===== config.mk =====
export PLATFORM = sky130hd
export DESIGN_NAME = header_writer_param
export DESIGN_NICKNAME = d
export VERILOG_FILES = /design/src/rtl/header_writer_param.sv
export SDC_FILE = /design/constraint.sdc
export NUM_CORES = 1
export LEC_CHECK = 0
export CORE_ASPECT_RATIO = 0.6
export CORE_UTILIZATION = 40
export DETAILED_ROUTE_END_ITERATION = 10
export GPL_TIMING_DRIVEN = 0
export PLACE_DENSITY_LB_ADDON = 0.2
export RECOVER_POWER = 50
export SYNTH_ARGS = -nofsm -noshare
export SYNTH_HDL_FRONTEND = slang
export SYNTH_SLANG_ARGS = --single-unit

===== constraint.sdc =====
create_clock -name clk -period 15.93 [get_ports clk]
set_input_delay 3.9825 -clock clk [delete_from_list [all_inputs] [get_ports clk]]
set_output_delay 3.9825 -clock clk [all_outputs]
set_load 0.02 [all_outputs]

===== src/rtl/header_writer_param.sv =====
// Image-header writer: computes width, height and area of a bounding box and
// writes them as fixed-width fields, one word per beat, from BASE_ADDR upward.
module header_writer_param #(
    parameter int                COORD_W     = 11,
    parameter int                FIELD_BYTES = 4,
    parameter int                WORD_W      = 8,
    parameter int                ADDR_W      = 24,
    parameter logic [ADDR_W-1:0] BASE_ADDR   = '0,
    parameter bit                BIG_ENDIAN  = 1'b1
) (
    input  logic               clk,
    input  logic               rst,
    input  logic               start,
    input  logic [COORD_W-1:0] x_min,
    input  logic [COORD_W-1:0] x_max,
    input  logic [COORD_W-1:0] y_min,
    input  logic [COORD_W-1:0] y_max,
    input  logic               wr_ready,
    output logic               wren,
    output logic [ADDR_W-1:0]  addr,
    output logic [WORD_W-1:0]  wrdata,
    output logic               busy,
    output logic               done,
    output logic               err,
    output logic [1:0]         state_dbg
);

    localparam int FIELD_W = FIELD_BYTES * 8;
    localparam int BPF     = FIELD_W / WORD_W;
    localparam int N       = 3 * BPF;
    localparam int AREA_W  = 2 * COORD_W;
    localparam int MW      = (AREA_W > FIELD_W) ? AREA_W : FIELD_W;
    localparam int CHUNK_W = (BPF > 1) ? $clog2(BPF) : 1;
    localparam logic [MW-1:0] FIELD_MAX = MW'({FIELD_W{1'b1}});

    typedef enum logic [1:0] {S_IDLE, S_CALC, S_WRITE, S_DONE} state_t;

    state_t               state_q, state_d;
    logic [COORD_W-1:0]   x_min_q, x_min_d, x_max_q, x_max_d;
    logic [COORD_W-1:0]   y_min_q, y_min_d, y_max_q, y_max_d;
    logic [FIELD_W-1:0]   fields_q [3];
    logic [FIELD_W-1:0]   fields_d [3];
    logic                 err_q, err_d;
    logic [ADDR_W-1:0]    beat_q, beat_d;
    logic [1:0]           fsel_q, fsel_d;
    logic [CHUNK_W-1:0]   chunk_q, chunk_d;

    logic [COORD_W-1:0]   w, h;
    logic [AREA_W-1:0]    area;
    logic [MW-1:0]        w_ext, h_ext, a_ext;
    logic                 clamp_x, clamp_y, sat_w, sat_h, sat_a;
    logic [CHUNK_W-1:0]   word_idx;
    int unsigned          lsb;

    always_comb begin
        state_d  = state_q;
        x_min_d  = x_min_q;
        x_max_d  = x_max_q;
        y_min_d  = y_min_q;
        y_max_d  = y_max_q;
        fields_d = fields_q;
        err_d    = err_q;
        beat_d   = beat_q;
        fsel_d   = fsel_q;
        chunk_d  = chunk_q;
        wren     = 1'b0;
        addr     = '0;
        wrdata   = '0;
        busy     = 1'b0;
        done     = 1'b0;

        // Bounds arithmetic works on the latched coordinates only.
        clamp_x  = x_max_q < x_min_q;
        clamp_y  = y_max_q < y_min_q;
        w        = clamp_x ? '0 : x_max_q - x_min_q;
        h        = clamp_y ? '0 : y_max_q - y_min_q;
        area     = AREA_W'(w) * AREA_W'(h);
        w_ext    = MW'(w);
        h_ext    = MW'(h);
        a_ext    = MW'(area);
        sat_w    = w_ext > FIELD_MAX;
        sat_h    = h_ext > FIELD_MAX;
        sat_a    = a_ext > FIELD_MAX;

        word_idx = BIG_ENDIAN ? (CHUNK_W'(BPF - 1) - chunk_q) : chunk_q;
        lsb      = int'(word_idx) * WORD_W;

        case (state_q)
            S_IDLE, S_DONE: begin
                done = (state_q == S_DONE);
                if (start) begin
                    x_min_d = x_min;
                    x_max_d = x_max;
                    y_min_d = y_min;
                    y_max_d = y_max;
                    err_d   = 1'b0;
                    state_d = S_CALC;
                end
            end
            S_CALC: begin
                busy        = 1'b1;
                fields_d[0] = sat_w ? '1 : FIELD_W'(w_ext);
                fields_d[1] = sat_h ? '1 : FIELD_W'(h_ext);
                fields_d[2] = sat_a ? '1 : FIELD_W'(a_ext);
                err_d       = clamp_x | clamp_y | sat_w | sat_h | sat_a;
                beat_d      = '0;
                fsel_d      = '0;
                chunk_d     = '0;
                state_d     = S_WRITE;
            end
            S_WRITE: begin
                busy   = 1'b1;
                wren   = 1'b1;
                addr   = BASE_ADDR + beat_q;
                wrdata = WORD_W'(fields_q[fsel_q] >> lsb);
                // Beat pointers move only on acceptance, so addr/wrdata hold through stalls.
                if (wr_ready) begin
                    if (beat_q == ADDR_W'(N - 1)) begin
                        state_d = S_DONE;
                    end else begin
                        beat_d = beat_q + 1'b1;
                        if (chunk_q == CHUNK_W'(BPF - 1)) begin
                            chunk_d = '0;
                            fsel_d  = fsel_q + 2'd1;
                        end else begin
                            chunk_d = chunk_q + 1'b1;
                        end
                    end
                end
            end
            default: state_d = S_IDLE;
        endcase
    end

    always_ff @(posedge clk or posedge rst) begin
        if (rst) begin
            state_q  <= S_IDLE;
            x_min_q  <= '0;
            x_max_q  <= '0;
            y_min_q  <= '0;
            y_max_q  <= '0;
            fields_q <= '{default: '0};
            err_q    <= 1'b0;
            beat_q   <= '0;
            fsel_q   <= '0;
            chunk_q  <= '0;
        end else begin
            state_q  <= state_d;
            x_min_q  <= x_min_d;
            x_max_q  <= x_max_d;
            y_min_q  <= y_min_d;
            y_max_q  <= y_max_d;
            fields_q <= fields_d;
            err_q    <= err_d;
            beat_q   <= beat_d;
            fsel_q   <= fsel_d;
            chunk_q  <= chunk_d;
        end
    end

    assign err       = err_q;
    assign state_dbg = state_q;

endmodule


==> results of run 1 <==
through the flow:
step,cell area [µm²],worst slack (ps),hold slack (ps)
after global routing,12500,5300,519
after CTS,12600,8480,503
after detailed placement,12000,8550,490
after global placement,12000,6650,485
final,12500,6550,503
after floorplan,10700,8790,472
cells in the final DEF, fill, tap and decap left out, types with 3 or more instances in the layout:
cell type          n
bufinv_16          4
a21o_1            18
mux2i_1           13
mux2_2            77
o21a_1             6
a41oi_1            3
o21bai_1           3
nand4_1           10
clkbuf_16         17
nand3_1           20
o21ai_1            3
clkdlybuf4s50_1   82
o22ai_1            4
xor2_1            26
fa_1              82
a31oi_1           10
xnor2_1           21
o21ai_0           30
clkbuf_1          29
and3_1            14
dfrtp_1          119
nor2_1           109
buf_1              6
and4_1             6
ha_1              88
nand2b_1          20
o31ai_1            4
and2_0             5
a21oi_1           37
nor2b_1           11
dlygate4sd3_1      3
nand2_1           98
a211oi_1           4
and2_1            36
inv_1            145
mux4_2             3
nor3_1             9
area by class of cell:
class / instances / area, µm² / share of cell area (%)
clock inverter: 11 / 171 / 1.37
buffer: 35 / 141 / 1.13
sequential: 119 / 2980 / 23.8
inverter: 146 / 549 / 4.39
tap: 352 / 440 / 3.52
timing repair buffer: 86 / 855 / 6.82
clock buffer: 21 / 460 / 3.68
multi-input combinational: 816 / 6930 / 55.3
state kept, by name (all words and copies together) (netlist names):
name,flops
err,1
y_max_q,11
fields_q,44
state_dbg,2
y_min_q,11
x_min_q,11
fsel_q,2
x_max_q,11
beat_q,24
chunk_q,2
worst max-delay path, delay by kind of cell:
family / cells / cell delay (ps)
buf+inv: 3 / 4780
worst paths after layout:
path / endpoint / slack, ps / cells after the start
max: y_max_q[5] / 6550 / 3
max reg2reg: fields_q[17] / 7620 / 25
min reg2reg: x_min_q[4] / 500 / 1
min: x_min_q[4] / 500 / 1
max in group clk: fields_q[17] / 7620 / 25
min in group asynchronous: beat_q[3] / 4450 / 2
per-layer routing:
layer,track usage [%],routed length (µm)
met3,7.71,2620
met2,30.4,11200
met4,4.70,252
met1,35.2,14600
met5,0.345,0
cells by family (layout without fill, tap and decap cells):
| family | count (synthesis) | count (layout) | synth area share (%) |
|---|---|---|---|
| AND/OR/NAND/NOR | 356 | 356 | 16.2 |
| buffers and inverters | 181 | 299 | 6.52 |
| adder cells (fa/ha/maj) | 170 | 170 | 25.7 |
| AO/OA/AOI/OAI | 148 | 148 | 9.53 |
| flip-flops | 119 | 119 | 27.9 |
| multiplexers | 95 | 95 | 10.3 |
| XOR/XNOR | 47 | 47 | 3.86 |
==> out/metrics.csv, run 1 <==
stage,metric,value,unit
hold_path,hp-class,reg -> reg,
logic_synthesis,synthArstFlopShare,100,%
logic_synthesis,ys_warn_count,0,
placement,port_buffers,85,
die,core.rowCount,45,
global_route,grt_start_max_net_pins,84,
clock_network,clkTransAtPathRegs,50,ps
clock_network,ctsRootBufferMaster,clkbuf_16,
die,io_pins,86,
logic_synthesis,synth_area_per_cell,9.56,µm²
die,start_util,41.5,%
drt,drc_errors,0,
critical_path,crit_chain,"dlygate4sd3_1, clkinvlp_2, clkbuf_1",
critical_path,cp-start-kind,input pin,
timing,finalHoldViolations,0,
critical_path,path_class,in -> async,
hold_path,min_from,x_min_q[4],
drt,drt_first_iter_violations,532,
clock_network,cts_setup_buffers,0,
timing,slew_violations,133,
logic_synthesis,synth_most_common_cell,inv_1,
clock_network,cts.htree.levels,4,
layout,nets,1439,
logic_synthesis,yosysTopAreaCell,dfrtp_1,
timing,post-route-min-period,9380,ps
timing,period_share,58.9,%
global_route,overflow,0,
layout,diodes,0,
logic_synthesis,synth_flop_cell,dfrtp_1,
clock_network,hold_buffers,0,
logic_synthesis,synth_common_cells,"146 x inv_1, 119 x dfrtp_1, 108 x nor2_1",
drt,viasPerCell,5.23,
logic_synthesis,synthCells,1116,
drt,wl,28700,µm
critical_path,critical_path.endpoint_type,async pin,
die,fp.dieW,213,µm
layout,syn_to_final_growth,17.3,%
timing,clock.fmax,107,MHz
placement,hpwl,23000,µm
timing,clock_skew,10.7,ps
drt,avgRoutedWirePerCell,18.1,µm
logic_synthesis,synthTopCellsByArea,"dfrtp_1 28%, fa_1 15%, ha_1 10%",
layout,drive_gt1_share,10.1,%
drt,ant_nets,0,
clock_network,ctsResizeCount,0,
die,die_h,129,µm
die,fp.coreArea,25700,µm²
logic_synthesis,synth-edff-count,0,
critical_path,cp_slowest_cell,clkbuf_1,
critical_path,slowest_delay,3200,ps
global_route,grt_pass1_wl,47000,µm
layout,fill_cells,2483,
critical_path,reg2reg_from,y_min_q[1],
logic_synthesis,synth_cell_types,76,
clock_network,clock_latency,440,ps
logic_synthesis,seq_area_frac_synth,27.9,%
die,die_area,27400,µm²
placement,place_congestion,0.866,
global_route,grt_util_all_layers,22.9,%
logic_synthesis,synth_fp_nets,1334,
timing,rsz0062_at_grt,false,
global_route,first_global_vias,8321,
placement,placed_cells,1554,
clock_network,numCtsBuffers,17,
status,status,"finished, violations left",
logic_synthesis,synth_area,10700,µm²
timing,max_slew_margin,-199,%
critical_path,crit_path_start,rst,
clock_network,cts_tree,built,
clock_network,clk_path_buf_depth,2,
clock_network,cts_sinks,119,
drt,vias,8292,
drt,firstDrtPassIters,5,
layout,finish.utilization,48.7,%
logic_synthesis,yosys_register_bits,119,
critical_path,worstPathArrival,8860,ps
critical_path,worstPathRequired,15410,ps
timing,setup_viol,0,
critical_path,path_max_fanout,83,
flow_run,drv_cap,3,
timing,tns,0,ps
layout,fin_cells,1586,
status,violations,"capacitance limit, slew limit",
global_route,grt_antenna_before_repair,0,
timing,tightest_slew,4490,ps
logic_synthesis,synth_top_area_share,27.9,%
Power of run 1 is left out: the tool's default activity adds up to more than one toggle a clock period on the data nets, which glitch-free logic cannot reach.
==> inputs of run 2 (changes only) <==
==> constraint.sdc (replaced) <==
create_clock -name clk -period 8.5 [get_ports clk]
set_input_delay 2.125 -clock clk [delete_from_list [all_inputs] [get_ports clk]]
set_output_delay 2.125 -clock clk [all_outputs]
set_load 0.02 [all_outputs]
==> out/metrics.csv, run 2 (synthesis gave the netlist of run 1 again) <==
stage,metric,value,unit,change
status,status,"finished, violations left",,
status,violations,"capacitance limit, slew limit",,
layout,largest_register_ffs,44,,unchanged
layout,seq_area,2980,µm²,unchanged
clock_network,ctsResizeCount,0,,unchanged
drt,ant_nets,0,,unchanged
clock_network,cts.htree.levels,4,,unchanged
layout,diodes,0,,unchanged
hold_path,worstHoldPathCells,1,,unchanged
die,core.rowCount,45,,unchanged
critical_path,critical_path.endpoint_type,flip-flop,,
global_route,first_global_vias,8321,,unchanged
die,start_util,41.5,%,unchanged
critical_path,r2r_cells,25,,unchanged
layout,fill_cells,2477,,-0.24%
timing,finalHoldViolations,0,,unchanged
drt,drt_first_iter_violations,622,,+17%
clock_network,clock_latency,440,ps,about the same
layout,nets,1439,,unchanged
layout,reg_top3,"fields_q (44), beat_q (24)",,
layout,final_cell_mix,"145 x inv_1, 119 x dfrtp_1, 109 x nor2_1, 98 x nand2_1, 88 x ha_1",,
drt,wl,28700,µm,about the same
die,fp.dieW,213,µm,unchanged
drt,drc_errors,0,,unchanged
drt,viasPerCell,5.23,,about the same
clock_network,clkTransAtPathRegs,60,ps,about the same
clock_network,cts_sinks,119,,unchanged
timing,setup_viol,0,,unchanged
hold_path,hp-class,reg -> reg,,
layout,finish.utilization,48.8,%,+0.092 points
clock_network,hold_buffers,0,,unchanged
die,die_area,27400,µm²,unchanged
critical_path,worstPathArrival,8030,ps,-830 ps
critical_path,cp-start-kind,flip-flop,,
clock_network,numCtsBuffers,17,,unchanged
critical_path,worstPathRequired,8830,ps,-6580 ps
critical_path,path_max_fanout,9,,-89%
die,io_pins,86,,unchanged
global_route,grt_pass1_wl,47000,µm,unchanged
placement,place_congestion,0.866,,unchanged
critical_path,crit_path_start,y_min_q[1],,
timing,slew_violations,122,,-8.3%
layout,drive_gt1_share,10.3,%,+0.16 points
placement,hpwl,23000,µm,unchanged
timing,tightest_slew,3740,ps,-752 ps
hold_path,min_from,fields_q[71],,
global_route,grt_util_all_layers,22.9,%,unchanged
placement,port_buffers,85,,unchanged
timing,tns,0,ps,unchanged
timing,post-route-min-period,7700,ps,
global_route,overflow,0,,unchanged
layout,mostFrequentLayoutCell,inv_1,,
drt,vias,8288,,-0.048%
timing,rsz0062_at_grt,false,,
timing,clock.fmax,130,MHz,
flow_run,drv_cap,2,,-1
layout,top_register,fields_q,,
critical_path,path_class,reg -> reg,,
global_route,grt_start_max_net_pins,84,,unchanged
timing,period_share,90.6,%,
drt,avgRoutedWirePerCell,18.1,µm,about the same
clock_network,cts_setup_buffers,0,,unchanged
clock_network,ctsRootBufferMaster,clkbuf_16,,
placement,dp_worst_setup_slack,1120,ps,-7430 ps
die,fp.coreArea,25700,µm²,unchanged
clock_network,cts_tree,built,,
drt,firstDrtPassIters,6,,+1
critical_path,reg2reg_from,y_min_q[1],,
layout,multi_input_area,6940,µm²,+0.16%
layout,syn_to_final_growth,17.5,%,
timing,max_slew_margin,-149,%,+50 points
timing,setup_slack,800,ps,-5750 ps
clock_network,clk_path_buf_depth,2,,unchanged
global_route,grt_antenna_before_repair,0,,unchanged
timing,clock_skew,9.92,ps,-0.746 ps
die,die_h,129,µm,unchanged
-- run 2: cell count changes in the layout (fill, tap and decap cells not counted) --
cell | before | now
clkbuf_1 | 29 | 27
and2_0 | 5 | 4
and2_1 | 36 | 37
buf_4 | 0 | 1
dlymetal6s4s_1 | 0 | 1
nor3_1 | 9 | 8
nor3_4 | 0 | 1
o21ai_0 | 30 | 29
o21ai_1 | 3 | 4
-- run 2: area by class of cell --
cell class	count	area share, %
multi-input combinational	816	55.3
sequential	119	23.7
timing repair buffer	86	6.88
inverter	146	4.38
clock buffer	21	3.67
tap	352	3.51
clock inverter	11	1.37
buffer	35	1.16
-- run 2: metal layers --
metal  GRT usage (%)  wire length [µm]  vias up  part of all wire, %
li1                -                 -     3918                    -
met1            35.2             14400     4070                   50
met2            30.4             11200      278                   39
met3            7.71              2850       22                  9.9
met4            4.70               267        0                 0.93
met5           0.345                 0        -                    0
-- run 2: through the flow --
step	area, µm²	hold WS [ps]	std cells
2_1_floorplan	10700	472	1116
3_3_place_gp	12000	485	1553
3_5_place_dp	12000	490	1554
4_1_cts	12600	503	1586
5_1_grt	12500	519	1586
6_report	12500	503	1586
-- run 2: final timing paths --
| kind | slack, ps | end |
|---|---|---|
| max | 800 | fields_q[17] |
| min | 500 | fields_q[71] |
| max reg2reg | 800 | fields_q[17] |
| min reg2reg | 500 | fields_q[71] |
| max in group asynchronous | 1530 | y_max_q[5] |
| min in group asynchronous | 2590 | beat_q[3] |
-- run 2: critical path, stage by stage, from the launching register on --
cell     delay [ps]
dfrtp_1         380
inv_1           100
ha_1            230
nor2b_1         130
o21a_1          180
o21a_1          260
o31a_1          340
a31oi_1         700
nor2_1          450
nand2_1         190
fa_1            450
fa_1            510
inv_1            50
fa_1            470
fa_1            550
inv_1            60
fa_1            530
inv_1            50
ha_1            410
a21o_1          170
o21ai_0          80
a31oi_1         480
o21ai_1         200
a21oi_1         260
o21ai_0         110
a31o_2          230
Power of run 2 is left out for the same reason.
==> inputs of run 3 (changes only) <==
--- a/config.mk
+++ b/config.mk
@@ -7,6 +7,7 @@
 export LEC_CHECK = 0
 export CORE_ASPECT_RATIO = 0.6
 export CORE_UTILIZATION = 40
+export CTS_CLUSTER_DIAMETER = 30
 export DETAILED_ROUTE_END_ITERATION = 10
 export GPL_TIMING_DRIVEN = 0
 export PLACE_DENSITY_LB_ADDON = 0.2
==> results of run 3 <==
No change in the layout: final DEF, timing and power equal those of run 2.
Power of run 3 is left out for the same reason.
